<file path="src/rtl/dezigzag_dequant.sv">
// rtl/dezigzag_dequant.sv - zigzag-to-natural reorder and dequantize into a ping-pong 8x8 coefficient buffer
module dezigzag_dequant #(
    parameter int AMPLITUDE_PRECISION = 16,
    parameter int COEF_PRECISION      = 16
) (
    input  logic                                  i_sysclk,
    input  logic                                  i_arst,
    input  logic                                  i_de,
    input  logic [5:0]                            i_run_cnt,
    input  logic signed [AMPLITUDE_PRECISION-1:0] i_B,
    output logic                                  o_ready,
    input  logic                                  i_qt_we,
    input  logic [5:0]                            i_qt_addr,
    input  logic [7:0]                            i_qt_data,
    output logic                                  o_blk_valid,
    input  logic [5:0]                            i_rd_addr,
    output logic signed [COEF_PRECISION-1:0]      o_rd_data,
    input  logic                                  i_blk_done
);
    localparam int PW = AMPLITUDE_PRECISION + 9;
    localparam logic signed [PW-1:0] MAXV = PW'((64'sd1 <<< (COEF_PRECISION - 1)) - 64'sd1);
    localparam logic signed [PW-1:0] MINV = -MAXV - PW'(1);

    localparam logic [5:0] ZZ2NAT [64] = '{
         0,  1,  8, 16,  9,  2,  3, 10, 17, 24, 32, 25, 18, 11,  4,  5,
        12, 19, 26, 33, 40, 48, 41, 34, 27, 20, 13,  6,  7, 14, 21, 28,
        35, 42, 49, 56, 57, 50, 43, 36, 29, 22, 15, 23, 30, 37, 44, 51,
        58, 59, 52, 45, 38, 31, 39, 46, 53, 60, 61, 54, 47, 55, 62, 63
    };

    logic [1:0]                       full_q, full_d;
    logic                             wr_bank_q, wr_bank_d;
    logic                             rd_bank_q, rd_bank_d;
    logic signed [COEF_PRECISION-1:0] rd_data_q;
    logic [7:0]                       qt_q [64];
    logic signed [COEF_PRECISION-1:0] bank_mem [128];

    logic                             accept, release_blk;
    logic [5:0]                       k;
    logic signed [PW-1:0]             b_ext, qt_ext, prod;
    logic signed [COEF_PRECISION-1:0] coef;

    assign o_ready     = ~full_q[wr_bank_q];
    assign o_blk_valid = full_q[rd_bank_q];
    assign o_rd_data   = rd_data_q;

    // run count is 1-based and wraps, so 0 denotes the last index (63)
    assign k           = i_run_cnt - 6'd1;
    assign accept      = i_de & o_ready;
    assign release_blk = i_blk_done & o_blk_valid;

    assign b_ext  = PW'(i_B);
    assign qt_ext = PW'(qt_q[k]);
    assign prod   = b_ext * qt_ext;

    always_comb begin
        if (prod > MAXV)
            coef = MAXV[COEF_PRECISION-1:0];
        else if (prod < MINV)
            coef = MINV[COEF_PRECISION-1:0];
        else
            coef = prod[COEF_PRECISION-1:0];
    end

    // write and read banks always differ when both a completion and a release occur
    always_comb begin
        full_d    = full_q;
        wr_bank_d = wr_bank_q;
        rd_bank_d = rd_bank_q;
        if (accept && k == 6'd63) begin
            full_d[wr_bank_q] = 1'b1;
            wr_bank_d         = ~wr_bank_q;
        end
        if (release_blk) begin
            full_d[rd_bank_q] = 1'b0;
            rd_bank_d         = ~rd_bank_q;
        end
    end

    always_ff @(posedge i_sysclk or posedge i_arst) begin
        if (i_arst) begin
            full_q    <= 2'b00;
            wr_bank_q <= 1'b0;
            rd_bank_q <= 1'b0;
            rd_data_q <= '0;
            for (int i = 0; i < 64; i++)
                qt_q[i] <= 8'd1;
        end else begin
            full_q    <= full_d;
            wr_bank_q <= wr_bank_d;
            rd_bank_q <= rd_bank_d;
            rd_data_q <= bank_mem[{rd_bank_q, i_rd_addr}];
            if (i_qt_we)
                qt_q[i_qt_addr] <= i_qt_data;
        end
    end

    // coefficient storage survives reset; stale entries are acceptable
    always_ff @(posedge i_sysclk) begin
        if (accept)
            bank_mem[{wr_bank_q, ZZ2NAT[k]}] <= coef;
    end
endmodule
</file>
<file path="config.mk">
export PLATFORM = sky130hd
export DESIGN_NAME = dezigzag_dequant
export DESIGN_NICKNAME = d
export VERILOG_FILES = /design/src/rtl/dezigzag_dequant.sv
export SDC_FILE = /design/constraint.sdc
export NUM_CORES = 2
export LEC_CHECK = 0
export BUFFER_PORTS_ARGS = -buffer_cell sky130_fd_sc_hd__buf_2
export CAP_MARGIN = 20
export CORE_ASPECT_RATIO = 1.25
export CORE_MARGIN = 4
export CORE_UTILIZATION = 45
export DETAILED_ROUTE_END_ITERATION = 8
export SYNTH_ARGS = -nofsm -noshare
export SYNTH_HDL_FRONTEND = slang
export SYNTH_SLANG_ARGS = --single-unit
</file>
<file path="constraint.sdc">
create_clock -name i_sysclk -period 19.3 [get_ports i_sysclk]
set_input_delay 5.79 -clock i_sysclk [delete_from_list [all_inputs] [get_ports i_sysclk]]
set_output_delay 5.79 -clock i_sysclk [all_outputs]
set_load 0.05 [all_outputs]
</file>
==> impl_metrics.json <==
{
  "antenna_found_initial": 19,
  "cts.repair.resized": 0,
  "p_leak_nw": 42.83,
  "cts_setup_buffers": 0,
  "combPwrFrac_pct": 27.2,
  "busiest_layer": "met2",
  "drtPass1Iterations": 7,
  "layout_commonest_cell": "edfxtp_1",
  "clk_pin_slew_ps": 60,
  "die_x_um": 447.3,
  "yosysUniqueCellTypes": 83,
  "post-route-util_pct": 50.95,
  "io_buffers": 64,
  "overflow": 0,
  "num-fill-cells": 19280,
  "syn_inst": 5444,
  "fin_area_sq_mm": 0.1222,
  "holdPathStages": 1,
  "max_stage_delay_ps": 700,
  "worstMarginPinSlew_ps": 1240,
  "start_util_pct": 45.24,
  "critPathCaptureType": "flip-flop",
  "synthesis.area_sq_mm": 0.1085,
  "ys_seq_area_share_pct": 69.00,
  "rows": 201,
  "placed_cell_area_sq_mm": 0.1135,
  "io_pins": 65,
  "holdPathEnd": "qt_q[474]",
  "r2r_slack_ps": 9700,
  "cp_data_required_time_ps": 19800,
  "most-common-layout-cells": "edfxtp_1 (2048), mux4_2 (806), mux2_2 (530)",
  "finalSetupViolCount": 0,
  "maxCapViolCount": 0,
  "wl_mm": 273.1,
  "synthArstFlopShare_pct": 20.62,
  "crit_type": "primary input to flip-flop",
  "rsz0062_at_grt": "no",
  "r2r-end": "bank_mem[1][5]",
  "cts.sinks": 2580,
  "drtIter0Drc": 5385,
  "post-route-period-util_pct": 85.32,
  "p_seq_share_pct": 47.9,
  "met2_usage_pct": 37.22,
  "hp-class": "flip-flop to flip-flop",
  "fmax_mhz": 60.73,
  "swShare_pct": 32.79,
  "startpoint_type": "primary input",
  "ys.flop_type": "edfxtp_1",
  "grt_usage_pct": 22.10,
  "dpl.cell_count": 8551,
  "die_y_um": 557.1,
  "fin_cells": 9036,
  "slew_headroom_pct": 17.06,
  "skew_ps": 102.3,
  "synth_edf_count": 2048,
  "cts_buffer_depth": 4,
  "grt_pass1_wl_mm": 400.5,
  "worstHoldStart": "qt_q[474]",
  "pwr-share-clk_pct": 24.9,
  "route.vias.total": 53880,
  "grt_pass1_vias": 55750,
  "r2r-start": "qt_q[155]",
  "hold_slack_ps": 497.1,
  "holdBufCountCts": 0,
  "area_growth_pct": 12.63,
  "fin_crit_ps": 16470,
  "grt_max_degree": 161,
  "worst-path-max-fanout": 66,
  "slew_violations": 0,
  "drc": 0,
  "cp_slowest_cell": "xnor2_1",
  "power_density_mw_per_mm2": 169.5,
  "routed_via_density": 5.963,
  "cts_tree": "done",
  "gp_congestion": 0.8114,
  "status": "completed",
  "hold_viol": 0,
  "wl_per_cell_um": 30.23,
  "met3_usage_pct": 3.101,
  "switchingPower_w": 0.006796,
  "syn_nets": 5656,
  "ant_nets": 0,
  "final_layout_size_suffix_gt1_share_pct": 36.05,
  "cts_made_buffers": 269,
  "syn_avg_cell_area_sq_um": 19.94,
  "dp_hpwl_mm": 161.2,
  "core_sq_mm": 0.2399,
  "ys_seq_elements": 2580,
  "htree_num_levels": 5,
  "cp.arrival_ps": 16960,
  "finalPower_w": 0.02072,
  "use_met1_pct": 30.32,
  "cts-root-buf": "clkbuf_16",
  "r2r_cells": 25,
  "die-area_sq_mm": 0.2492,
  "intPower_w": 0.01393,
  "fin_nets": 5893,
  "clkLatencyLatePin_ps": 870,
  "ys_warn_count": 0,
  "vdd_drop_max_uv": 648.5
}
[metrics by stage]
stage / setup WS, ps / setup TNS [ps]
after global routing: 2149 / 0
after CTS: 2870 / 0
after detailed placement: 1973 / 0
after floorplan: -291.6 / -413150
after global placement: 2361 / 0
final: 2832 / 0
[metal layers]
layer	vias up	part of all wire, %
met5	-	0.044
met4	18	3.0
met3	431	5.6
met2	1698	51
met1	29460	41
li1	22280	-
[cell type report]
type                    count  area (sq um)  area share (%)
diodes                      9         22.52         0.01842
clock buffers             338          7148           5.847
clock inverters           133          1484           1.214
inverters                 171         649.4          0.5312
multi-input cells        2376         31880           26.08
flip-flops and latches   2580         74890           61.26
well taps                3146          3936           3.220
repair buffers            283          2230           1.824
[cells in the mapped netlist (10+ instances only)]
master	n	area, sq um
dfrtp_1	468	11710
clkbuf_1	202	758.2
and2_1	76	475.5
buf_4	17	127.6
nand2b_1	11	68.82
fa_1	102	2042
nor2_1	288	1081
nor2b_1	10	62.56
o21ai_0	23	115.1
mux4_2	806	18150
mux2_2	530	5968
dfstp_2	64	1682
xnor2_1	18	157.7
buf_2	25	125.1
nand3_1	19	95.09
o22ai_1	28	175.2
or3_1	12	75.07
edfxtp_1	2048	61500
nand2_1	143	536.8
nor3_1	30	150.1
buf_1	67	251.5
ha_1	63	788.3
a21oi_1	41	205.2
nor4_1	18	112.6
mux2i_1	29	290.3
inv_1	170	638.1
[flip-flops by register name, summed over array words and instances (netlist names)]
name and count:
o_rd_data 16, rd_bank_q 1, full_q 2, qt_q 512, bank_mem 2048, wr_bank_q 1
[worst max-delay path, delay by kind of cell]
family | cells | cell delay [ps]
buffers and inverters | 10 | 3350
adders and majority gates | 6 | 2920
and+or+nand+nor | 5 | 1450
xor gates and xnor gates | 2 | 900
AOI/OAI and AO/OA | 7 | 2240
[worst max path at each step]
| stage | slack (ps) | from | cells after the start | endpoint |
|---|---|---|---|---|
| after floorplan | -290 | i_run_cnt[0] | 35 | bank_mem[0][10] |
| after global placement | 2360 | i_run_cnt[0] | 30 | bank_mem[26][5] |
| after detailed placement | 1970 | i_run_cnt[0] | 30 | bank_mem[29][5] |
| after CTS | 2870 | i_run_cnt[0] | 30 | bank_mem[83][5] |
| after global routing | 2150 | i_run_cnt[0] | 30 | bank_mem[1][5] |
| final | 2830 | i_run_cnt[0] | 30 | bank_mem[1][5] |
[power groups by stage]
stage	sequential [W]	combinational (W)	clock, W
after global placement	0.0100	0.00552	0
after global routing	0.00995	0.00619	0.00551
after CTS	0.00991	0.00577	0.00526
after floorplan	0.0106	0.00293	0
after detailed placement	0.0100	0.00577	0
final	0.00992	0.00565	0.00515
[cells by family after synthesis]
group	synth area share, %
AO/OA/AOI/OAI	1.103
XOR/XNOR	0.2421
adder cells (fa/ha/maj)	2.608
buffers and inverters	1.817
flip-flops	69.00
multiplexers	22.49
AND/OR/NAND/NOR	2.736
Power figures use the tool's default switching activity.
